--- config.mk ---
export PLATFORM = sky130hd
export DESIGN_NAME = letc_core_rf_wport_arb
export DESIGN_NICKNAME = d
export VERILOG_FILES = /design/src/rtl/letc_core_rf_wport_arb.sv
export SDC_FILE = /design/constraint.sdc
export NUM_CORES = 1
export LEC_CHECK = 0
export ABC_CLOCK_PERIOD_IN_PS = 3400
export CAP_MARGIN = 10
export CORE_MARGIN = 5
export CORE_UTILIZATION = 44
export DETAILED_ROUTE_END_ITERATION = 8
export HOLD_SLACK_MARGIN = 0.15
export PLACE_DENSITY = 0.91
export SLEW_MARGIN = 0
export SYNTH_ARGS = -nofsm -noshare
export SYNTH_HDL_FRONTEND = slang
export SYNTH_SLANG_ARGS = --single-unit
--- constraint.sdc ---
create_clock -name i_clk -period 3.4 [get_ports i_clk]
set_clock_uncertainty 0.1 [all_clocks]
set_input_delay 0.85 -clock i_clk [delete_from_list [all_inputs] [get_ports i_clk]]
set_output_delay 0.85 -clock i_clk [all_outputs]
set_load 0.005 [all_outputs]
--- src/rtl/letc_core_rf_wport_arb.sv ---
// Register-file write-port arbiter: shares the single rd write port between
// the writeback stage and a small in-order FIFO of out-of-band AUX results.
module letc_core_rf_wport_arb #(
  parameter int unsigned AUX_DEPTH    = 2,
  parameter int unsigned STARVE_LIMIT = 4
) (
  input  logic        i_clk,
  input  logic        i_rst_n,
  input  logic        i_w_valid,
  input  logic [4:0]  i_w_rd_idx,
  input  logic [31:0] i_w_rd_wdata,
  output logic        o_w_stall,
  input  logic        i_aux_valid,
  output logic        o_aux_ready,
  input  logic [4:0]  i_aux_rd_idx,
  input  logic [31:0] i_aux_rd_wdata,
  output logic [4:0]  o_rd_idx,
  output logic [31:0] o_rd_wdata,
  output logic        o_rd_wen,
  output logic [31:0] o_aux_busy_mask
);

  localparam int unsigned IDX_W  = 5;
  localparam int unsigned DATA_W = 32;
  localparam int unsigned PTR_W  = $clog2(AUX_DEPTH);
  localparam int unsigned CNT_W  = PTR_W + 1;
  localparam int unsigned STV_W  = $clog2(STARVE_LIMIT + 1);

  logic [IDX_W-1:0]  idx_q  [AUX_DEPTH];
  logic [DATA_W-1:0] data_q [AUX_DEPTH];
  logic [PTR_W-1:0]  rd_ptr;
  logic [PTR_W-1:0]  wr_ptr;
  logic [CNT_W-1:0]  count;
  logic [CNT_W-1:0]  count_nxt;
  logic [STV_W-1:0]  starve;
  logic [STV_W-1:0]  starve_nxt;

  logic empty;
  logic force_aux;
  logic grant_aux;
  logic grant_w;
  logic push;
  logic pop;

  assign empty       = (count == '0);
  assign o_aux_ready = (count != CNT_W'(AUX_DEPTH));
  assign force_aux   = (starve == STV_W'(STARVE_LIMIT)) && !empty;
  assign grant_aux   = force_aux || (!i_w_valid && !empty);
  assign grant_w     = !force_aux && i_w_valid;
  // x0 pushes complete the handshake but are never stored
  assign push        = i_aux_valid && o_aux_ready && (i_aux_rd_idx != '0);
  assign pop         = grant_aux;

  // Write-port mux and W back-pressure
  always_comb begin
    o_rd_idx   = '0;
    o_rd_wdata = '0;
    o_w_stall  = force_aux && i_w_valid;
    if (grant_aux) begin
      o_rd_idx   = idx_q[rd_ptr];
      o_rd_wdata = data_q[rd_ptr];
    end else if (grant_w) begin
      o_rd_idx   = i_w_rd_idx;
      o_rd_wdata = i_w_rd_wdata;
    end
    o_rd_wen = (grant_aux || grant_w) && (o_rd_idx != '0);
  end

  // Occupancy and starvation bookkeeping
  always_comb begin
    count_nxt  = count;
    starve_nxt = starve;
    case ({push, pop})
      2'b10:   count_nxt = count + CNT_W'(1);
      2'b01:   count_nxt = count - CNT_W'(1);
      default: count_nxt = count;
    endcase
    if (empty || grant_aux) begin
      starve_nxt = '0;
    end else if (starve != STV_W'(STARVE_LIMIT)) begin
      starve_nxt = starve + STV_W'(1);
    end
  end

  // Hazard mask over live entries only; slot i is live if within count of rd_ptr
  always_comb begin
    logic [PTR_W-1:0] off;
    off             = '0;
    o_aux_busy_mask = '0;
    for (int unsigned i = 0; i < AUX_DEPTH; i++) begin
      off = PTR_W'(i) - rd_ptr;
      if (CNT_W'(off) < count) begin
        o_aux_busy_mask[idx_q[i]] = 1'b1;
      end
    end
    o_aux_busy_mask[0] = 1'b0;
  end

  always_ff @(posedge i_clk or negedge i_rst_n) begin
    if (!i_rst_n) begin
      rd_ptr <= '0;
      wr_ptr <= '0;
      count  <= '0;
      starve <= '0;
    end else begin
      if (push) wr_ptr <= wr_ptr + PTR_W'(1);
      if (pop)  rd_ptr <= rd_ptr + PTR_W'(1);
      count  <= count_nxt;
      starve <= starve_nxt;
    end
  end

  // Payload storage needs no reset; liveness is tracked by count/pointers
  always_ff @(posedge i_clk) begin
    if (push) begin
      idx_q[wr_ptr]  <= i_aux_rd_idx;
      data_q[wr_ptr] <= i_aux_rd_wdata;
    end
  end

endmodule

**Word-level counts from Yosys, hierarchy flattened**

Memories as Yosys holds them, arrays and structs flattened.
Cells that the tools add are included.
W data, S select, Z words.

- Equal/unequal tests: 5
- Mux-type cells: 15
- Add/subtract/negate cells: 7
- Reductions and logical operators: 20
- Order comparisons: 6
- Bitwise logic cells: 1

Operators with widths:

| operator | number |
|---|---|
| $mux W32 | 4 |
| $or A32 B32 Y32 | 1 |
| $lt A5 B6 Y1 const B | 2 |
| $demux W1 S5 | 2 |
| $ge A5 B1 Y1 const B | 2 |
| $mux W5 | 2 |
| $reduce_bool A5 Y1 | 2 |
| $logic_and A1 B1 Y1 | 9 |
| $mux W3 | 2 |
| $lt A1 B2 Y1 | 2 |
| $mux W1 | 4 |
| $pmux W2 S2 | 1 |
| $reduce_bool A2 Y1 | 2 |
| $add A3 B1 Y3 const B | 1 |
| $eq A3 B3 Y1 const B | 1 |
| $logic_not A1 Y1 | 3 |
| $logic_or A1 B1 Y1 | 3 |
| $ne A3 B3 Y1 const B | 1 |
| $add A1 B1 Y1 const B | 2 |
| $add A2 B1 Y2 const B | 1 |
| $eq A2 B1 Y1 const B | 1 |
| $eq A2 B2 Y1 const B | 1 |
| $logic_not A2 Y1 | 1 |
| $ne A2 B2 Y1 const B | 1 |
| 2 further kinds | 3 |

- RAM bits: 74
- Flip-flop bits (word level): 7
- Memories kept: 2
- Input bits: 78
- Word-level logic and storage cells: 60

Memories:

| name | depth | bits a word | rd ports | clocked after Yosys merged registers in | wr ports | RTL line | RTL |
|---|---|---|---|---|---|---|---|
| data_q | 2 | 32 | 1 | 0 | 1 | 30 | `logic [DATA_W-1:0] data_q [AUX_DEPTH];` |
| idx_q | 2 | 5 | 3 | 0 | 1 | 29 | `logic [IDX_W-1:0] idx_q [AUX_DEPTH];` |

**Longest topological paths before layout**

Gate-level depths: netlist (run 1).

- Depth after elaboration: 9
- Mapped depth: 10
- Mapped depth without buffers: 9

**Least setup slack after synthesis (run 1)**

OpenSTA, ideal clock, no wires.

- Path type: input port to flip-flop
- Start: input port i_aux_rd_idx[0]
- End: memory data_q[0][0], enable pin
- Required time: 2,869 ps
- Slack: 239 ps
- Buffers on the path: 0
- Arrival: 2,630 ps
- Library setup time: 431 ps
- Stages: 3
- Cell sequence: or4_4 o211ai_4 nor2_1

- Word-level cells in the longest chain between the ends: 4

RTL lines:

| what | RTL line | RTL |
|---|---|---|
| start: declaration | 15 | `input logic [4:0] i_aux_rd_idx,` |
| $reduce_bool A5 Y1 | 51 | `assign push = i_aux_valid && o_aux_ready && (i_aux_rd_idx != '0);` |
| $logic_and A1 B1 Y1 | 51 |  |
| $mux W1 | 115 | `if (push) begin` |
| $mux W1 (not written as such) | 117 | `data_q[wr_ptr] <= i_aux_rd_wdata;` |
| end: declaration | 30 |  |

Every way passes these cells.

**Worst setup path in the final report (run 1)**

- Start: register count[0]
- End: output port o_aux_busy_mask[30]

- Word-level cells in the longest chain between the ends: 4

RTL lines:

| what | RTL line | RTL |
|---|---|---|
| start: declaration | 33 | `logic [CNT_W-1:0] count;` |
| start signal: assignment | 108 | `count <= count_nxt;` |
| $lt A1 B2 Y1 | 92 | `if (CNT_W'(off) < count) begin` |
| $mux W32 | 92 |  |
| $or A32 B32 Y32 (no line) | n/a |  |
| $mux W32 (*) | 92 |  |
| end: declaration | 20 | `output logic [31:0] o_aux_busy_mask` |

Mark *: on every way between the ends. The rest lies on a longest branch, timed or not.

==> results.md, run 1 <==
- STA classifies the critical path startpoint as a flip-flop.
- The path class of the tightest hold or removal check is flip-flop to flip-flop.
- The hold violation count in the final report is 0.
- Clock-pin slew was measured on the worst setup and hold paths at 80 ps.
- The routed layout has 3,044 vias.
- Derived from the worst setup path, the maximum achievable clock frequency is 0.3122 GHz.
- After routing, the total negative slack on setup checks comes to 0 ps.
- The number of failing setup endpoints in the final timing report is 0.
- The source of the critical timing path is count[0]$_DFFE_PN0P_.
- The worst hold slack is 368.1 ps.
- The number of instances resized during post-cts repair is 7.
- In this run the static leakage power is 1.969 nW.
- The biggest area contributor in the post-synthesis netlist is sky130_fd_sc_hd__edfxtp_1.
- The maximum level of the CTS H-tree is 3.
- Before CTS, the worst setup slack after placement is -78.08 ps.
- Detailed placement finished with a half-perimeter wire length of 7.428 mm.
- Post-CTS timing repair inserted 0 buffers for setup.
- The area of the die is 0.01087 mm^2.
- After synthesis the netlist holds a flip-flop and latch count of 81.
- The share of the clock period used by the worst path after layout is 94.21%.
- The via count of the first global-routing pass was 3,204.
- The tool flagged a number of max-cap violations equal to 0.
- The initialized floorplan defines 34 standard-cell rows.
- Dividing the detail-routed wire length by the instance count gives 18.49 um.
- The final cell count without fillers is 536.
- The final estimated routing congestion in global placement is a little over 0.8.
- For this block, the initial DRC count from the detailed router was 137.
- The startpoint of the tightest hold check path is starve[0]$_DFFE_PN0P_.
- The commonest register cell after synthesis is sky130_fd_sc_hd__edfxtp_1.
- The number of antenna violations at the first check in global routing was 0.
- In the final design database the tool counted about 510 nets.
- The number of vias per cell after detailed routing is 5.679.
- For the pin with the worst max-slew slack, the measured transition is 695.6 ps.
- The worst IR drop on VDD is 0.3881 mV.
- The share of the synthesized area in the top cell type is between 50 and 60%.
- The clock period minus final worst setup slack is 3203 ps.
- Synthesis produced a netlist with a net count of 361.
- The number of synthesized flops with an enable pin is 74.
- By area the synthesized netlist is led by sky130_fd_sc_hd__edfxtp_1 57%, sky130_fd_sc_hd__mux2i_1 9.5%, sky130_fd_sc_hd__o2bb2ai_1 8.5%, sky130_fd_sc_hd__o22ai_1 4.8%, sky130_fd_sc_hd__dfrtp_1 4.5%.
- The maximum root-to-sink buffer count is 2.
- The unique cell type count in the Yosys netlist is 40.
- Once the floorplan was initialized, standard cells occupied 45.04% of the core.
- The count of buffers inserted at the top-level ports is between 100 and 150.
- Global routing finished with a remaining overflow of 0.
- The startpoint of the worst-slack reg-to-reg timing path is starve[0]$_DFFE_PN0P_.
- In this run the standard cell core region covers a little under 0.009 mm^2.
- Each instance of the synthesized netlist takes up on average approximately 14 um^2.
- The max-slew violation count is 0.
- In this run the clock root is driven by a sky130_fd_sc_hd__clkbuf_8.
- The count of mapped cells out of synthesis is 280.
- The tree built by TritonCTS fans out to 81 sinks.
- Across all setup checks in the final design, the least slack found is between 150 and 200 ps.
- STA puts the critical path data required time at 2450 ps.
- The number of design rule violations left after detail routing is 0.
- Measured along the y axis, the die boundary spans 104.3 um.
- Once detail routing completed, the nets flagged for antenna violations numbered 0.
- The post-synthesis cell area is 0.003909 mm^2.
- In this run, CTS created clock tree buffers numbering 9.
- After synthesis, flip-flops and latches occupy between 60 and 70% of the total area.
- For the worst setup path, the data arrival time is 2250 ps.
- The antenna diode instance count is 0.
- The overall global routing resource usage is 17.94%.
- The worst relative slew slack is 53.42%.
- The detailed-routing iteration count for the pre-antenna-repair pass is 5.
- The critical path in this run is classified as flip-flop to output pin.
- Setup repair after global routing left no endpoint under its margin.
- After clock tree synthesis, the flow added hold-fix buffers numbering 0.
- At the later pin of the worst-skew pair, clock insertion delay measures 330 ps.
- The share of async-settable or async-resettable flops after synthesis is under 10%.
- After detailed routing, the total wire length is 9.911 mm.
- TritonCTS built the clock tree.
- The wire length of the first global-routing pass is roughly 16 mm.
- The synthesis-to-finish area growth is 45.17%.
- Including well taps, the total number of placed cells is about 520.
- The peak fanout along the critical path is 8.
- The share of final-layout standard cells stronger than drive strength 1 is 7.944%.
- The kind of end point of the critical path is an output pin.
- The Yosys step of the flow raised 0 warnings.
- The total power per unit cell area is 635.1 mW/mm^2.
- The run finished with clean final reports.
- Measured along the x axis, the die boundary spans around 100 um.
- Entering global routing, the biggest net connects 38 pins.
- For this design the top-level I/O count stands at 150.
[area by class of cell]
type	count	area [um^2]
Sequential cell	81	2399
Multi-Input combinational cell	169	1366
Timing Repair Buffer	156	1564
Clock inverter	6	60.06
Fill cell	619	3004
Tap cell	108	135.1
Inverter	7	26.28
Clock buffer	9	123.9
[kinds of logic (layout without fill, tap and decap cells)]
kind of cell	count (synthesis)	after routing	share of synthesized area, %
adder cells (fa/ha/maj)	3	3	0.9604
buffers and inverters	30	178	4.129
AND/OR/NAND/NOR	43	43	6.723
flip-flops	81	81	61.33
multiplexers	37	37	9.475
other	1	1	0.09594
AO/OA/AOI/OAI	80	80	16.17
XOR/XNOR	5	5	1.120
[synthesized netlist by cell type, types with 4 or more instances]
library cell and instances:
sky130_fd_sc_hd__nor2_1 10, sky130_fd_sc_hd__dfrtp_1 7, sky130_fd_sc_hd__o2bb2ai_1 38, sky130_fd_sc_hd__mux2i_1 37, sky130_fd_sc_hd__buf_2 8, sky130_fd_sc_hd__nand2_1 5, sky130_fd_sc_hd__edfxtp_1 74, sky130_fd_sc_hd__o22ai_1 30
sky130_fd_sc_hd__nand3b_1 8, sky130_fd_sc_hd__inv_1 7, sky130_fd_sc_hd__buf_4 8, sky130_fd_sc_hd__xnor2_1 4, sky130_fd_sc_hd__clkbuf_1 4
[metrics by stage]
stage / total power, W / util (%) / cell area (um^2)
global placement: 0.002932 / 63.28 / 5492
floorplan: 0.002326 / - / 3909
finish: 0.003604 / 65.38 / 5674
detailed placement: 0.002999 / 63.28 / 5492
global route: 0.003806 / 65.38 / 5674
CTS: 0.003646 / 65.38 / 5674
[final timing paths]
check	end	slack [ps]	depth (start not counted)
hold / removal	starve[0]$_DFFE_PN0P_	370	1
hold reg to reg	starve[0]$_DFFE_PN0P_	370	1
setup reg to reg	count[1]$_DFFE_PN0P_	1380	9
max in group asynchronous	rd_ptr$_DFFE_PN0N_	2240	1
min in group asynchronous	starve[0]$_DFFE_PN0P_	680	1
setup / recovery	o_aux_busy_mask[30]	200	4
[sequential cells by signal, indices dropped and copies added, names as in the netlist]
| name | cells |
|---|---|
| data_q | 64 |
| idx_q | 10 |
| starve | 3 |
| count | 2 |
| rd_ptr | 1 |
| wr_ptr | 1 |
[cells in the final DEF, fill, tap and decap left out, drive strengths merged, types with 2 or more instances in the layout]
master         netlist  layout
o2bb2ai             38      38
clkbuf               7       9
nor3b                3       3
nand2                5       5
nand3b               8       8
nand3                3       3
clkinvlp             0       3
dfrtp                7       7
dlygate4sd2          0       5
a21o                 2       2
clkdlybuf4s50        0     143
buf                 16       8
mux2i               37      37
clkinv               0       2
xnor2                4       4
inv                  7       7
or3                  2       2
edfxtp              74      74
o211ai               5       5
or3b                 4       4
nor2                10      10
nor3                 2       2
ha                   3       3
o22ai               31      31
[power breakdown]
part / switching [W] / leakage [nW] / total [W] / internal [W]
sequential: 0.000135 / 0.772 / 0.00150 / 0.00136
combinational: 0.000714 / 1.11 / 0.00146 / 0.000744
clock: 0.000319 / 0.0824 / 0.000649 / 0.000330
total: 0.00117 / 1.97 / 0.00360 / 0.00243
[routing by layer]
layer / track usage, % / up-vias / share of wire [%]
met4: 7.308 / 0 / 2.5
met2: 31.24 / 151 / 53
met5: 0 / - / 0
li1: - / 1409 / -
met1: 20.85 / 1460 / 38
met3: 4.842 / 24 / 7.3
[worst max-delay path: stages, from the launching register on]
cell and delay, ps:
sky130_fd_sc_hd__dfrtp_1 460, sky130_fd_sc_hd__nor2b_2 210, sky130_fd_sc_hd__o211ai_1 570, sky130_fd_sc_hd__o22ai_1 200
sky130_fd_sc_hd__clkdlybuf4s50_1 480
Note: power is estimated with default switching activity, not from simulation.
==> inputs of run 2 (changes only) <==
- CAP_MARGIN: 10 -> default
==> results of run 2 <==
Final layout, timing and power as in run 1 (identical DEF).
==> inputs of run 3 (changes only) <==
- CORE_UTILIZATION: 44 -> 60
- DONT_BUFFER_PORTS: default -> 1
- GPL_TIMING_DRIVEN: default -> 1
- PLACE_DENSITY: 0.91 -> 0.87
==> run 3 against run 2 <==
Sequential share of layout area up 15 points. First-iteration DRC count down 34%. Register-to-register slack worse by 370 ps.
==> results.md, run 3 (synthesis results as in run 1) <==
- The floorplan step defined a die boundary enclosing 0.008228 mm^2.
- The wire length of the first global-routing pass is 12.54 mm.
- The startpoint kind of the worst setup timing path is a flip-flop.
- In this run the post-CTS setup repair buffer count came out at 0.
- Global routing used 19.38% of the available tracks.
- TritonCTS built the clock tree.
- The register with the most flip-flops in the layout has 64 of them.
- The via count of the first global-routing pass is about 2,400.
- The number of instances resized during post-cts repair is 0.
- Compared with the post-synthesis result, the final layout area differs by 6.274%.
- The congestion estimate from routability-driven global placement came to roughly 0.85.
- The root buffer selected by CTS is sky130_fd_sc_hd__clkbuf_8.
- The average wire per standard cell is 22.95 um.
- The total placed instance area is 0.003944 mm^2.
- The layout net count is 356.
- The floorplan core area is roughly 0.0063 mm^2.
- Internal power comes to ~0.0021 W.
- Entering global routing, the biggest net connects 39 pins.
- The library cell used most frequently in the layout, excluding fill and tap cells, is sky130_fd_sc_hd__edfxtp_1.
- The half-perimeter wire length after placement is 5.982 mm.
- More flip-flops sit in one register than any other, and that register is data_q.
- The clock net in this run drives a total of 81 sinks.
- The min-delay analysis places its worst path in the category flip-flop to flip-flop.
- The hold violation count in the final report was 0.
- In this run the remaining antenna-violating nets after routing total 0.
- The transition time at the pin with the least slew margin is 630.8 ps.
- Setup repair after global routing left no endpoint under its margin.
- In this run the power spent charging and discharging nets is 0.001104 W.
- The classification of the worst setup path is flip-flop to output pin.
- The largest registers in the layout are data_q (64), idx_q (10), starve (3).
- The maximum level of the CTS H-tree is 3.
- In the layout the commonest cells are 74 x sky130_fd_sc_hd__edfxtp_1, 38 x sky130_fd_sc_hd__o2bb2ai_1, 37 x sky130_fd_sc_hd__mux2i_1.
- The routed layout has 2,402 vias.
- After layout, the worst path uses 88.45% of the clock period.
- The site row count is 29.
- The post-route netlist has 11.79% of its cells at a drive strength greater than 1.
- The kind of end point of the critical path is an output pin.
- The number of failing setup endpoints in the final timing report is 0.
- In the routed design, unresolved DRC markers number 0.
- The detailed router used layers up to and including met4.
- The max-capacitance violation count is 0.
- The arrival time reported for the critical path endpoint is 2060 ps.
- The first detailed-routing pass took 4 iterations.
- The switching part of the total power is ~35%.
- The max-slew violation count came to 0.
- The run finished with clean final reports.
- In this run, the combinational gates consume 31.4% of the power.
- Counting the buffers created by CTS gives 9.
- The worst IR drop on VDD is 0.4250 mV.
- The count of buffers inserted at the top-level ports is 0.
- The worst relative slew slack is between 50 and 60%.
- The total wire length after detailed routing is 8.193 mm.
- The wire length on met3 is 796 um.
- Measured along the x axis, the die boundary spans just over 90 um.
- The worst path required time is 2450 ps.
- In the final timing run, aggregate negative setup slack is 0 ps.
- The later pin in the worst-skew pair is clocked with a latency of 330 ps.
- The clock period minus final worst setup slack is around 3000 ps.
- Along the worst path, the maximum fanout reaches 30.
- The met1 layer wirelength in the final routing is 3.156 mm.
- The number of antenna violations at the first check in global routing is 0.
- The remaining global-route overflow is 0.
- The die is a little over 90 um tall.
- Clock-pin slew was measured on the worst setup and hold paths at approximately 80 ps.
- The clock passes through at most 2 buffers.
- Summed over all cells, the static leakage comes to between 1 and 1.5 nW.
- The antenna diode instance count is 0.
- The clock network accounts for between 20% and 30% of the total power.
- The number of vias per cell after detailed routing is 6.728.
- The initial utilization of the core area, before any placement, comes to slightly above 60%.
- The finished cells cover 0.004154 mm^2.
- For this run, the share of the core covered by cells in the final layout is 65.42%.
- The detailed router finished its first iteration with 91 violations.
- Power spread over the standard cell area amounts to approximately 770 mW/mm^2.
- The detailed-routed wire length on met2 is around 4.2 mm.
- The number of placed I/O pins is 150.
- The part of the power in registers is approximately 47%.
- The highest achievable clock rate is ~0.33 GHz.
==> run 3: changes by cell type in the layout (fill, tap and decap cells not counted), sizes merged <==
cell / previous run / this run
buf: 8 / 6
clkdlybuf4s50: 143 / 0
clkinv: 2 / 3
clkinvlp: 3 / 1
dlygate4sd2: 5 / 0
dlygate4sd3: 0 / 1
inv: 7 / 9
==> run 3: layout make-up <==
class,count,area (um^2)
repair buffers,7,67.56
inverters,7,26.28
fillers,482,2196
multi-input cells,169,1365
clock buffers,9,123.9
flip-flops and latches,81,2399
well taps,77,96.34
clock inverters,7,76.32
==> run 3: metrics by stage <==
stage          total power (W)  hold WS (ps)  instances  worst slack (ps)
3_3_place_gp          0.002489         354.2        340             741.2
2_1_floorplan         0.002326         337.9        280             238.9
6_report              0.003187         379.7        357             392.9
3_5_place_dp          0.002530         372.8        340             694.4
4_1_cts               0.003220         383.5        357             363.4
5_1_grt               0.003377         396.3        357             230.2
==> run 3: worst paths after layout <==
check                                       from               endpoint  slack, ps  depth (start not counted)
min in group asynchronous                i_rst_n  starve[2]$_DFFE_PN0P_        740                          1
hold reg to reg            starve[0]$_DFFE_PN0P_  starve[0]$_DFFE_PN0P_        380                          1
setup reg to reg           starve[0]$_DFFE_PN0P_   count[1]$_DFFE_PN0P_       1010                          9
max in group asynchronous                i_rst_n     rd_ptr$_DFFE_PN0N_       2190                          1
hold / removal             starve[0]$_DFFE_PN0P_  starve[0]$_DFFE_PN0P_        380                          1
setup / recovery           starve[0]$_DFFE_PN0P_         o_rd_wdata[12]        390                          6
==> run 3: timing repair <==
action / in CTS / in global routing
hold buffers: 1 / 0
setup endpoints to repair: 0 / 0
hold endpoints to repair: 7 / 0
==> run 3: power by group through the flow <==
stage | clock network (W) | registers, W | logic, W
finish | 0.000692 | 0.00149 | 0.00100
global route | 0.000759 | 0.00152 | 0.00110
CTS | 0.000709 | 0.00149 | 0.00102
detailed placement | 0 | 0.00152 | 0.00101
global placement | 0 | 0.00150 | 0.000991
floorplan | 0 | 0.00144 | 0.000888
==> run 3: critical path, stage by stage (launching register included) <==
cell and delay [ps]:
sky130_fd_sc_hd__dfrtp_1 380, sky130_fd_sc_hd__inv_1 60, sky130_fd_sc_hd__ha_1 200, sky130_fd_sc_hd__nand2_1 140
sky130_fd_sc_hd__a21o_1 380, sky130_fd_sc_hd__buf_4 380, sky130_fd_sc_hd__o2bb2ai_1 170
==> run 3: routing by layer <==
metal | track usage [%] | vias up
li1 | - | 1107
met1 | 22.45 | 1166
met2 | 32.93 | 121
met3 | 7.417 | 8
met4 | 6.328 | 0
met5 | 0 | -
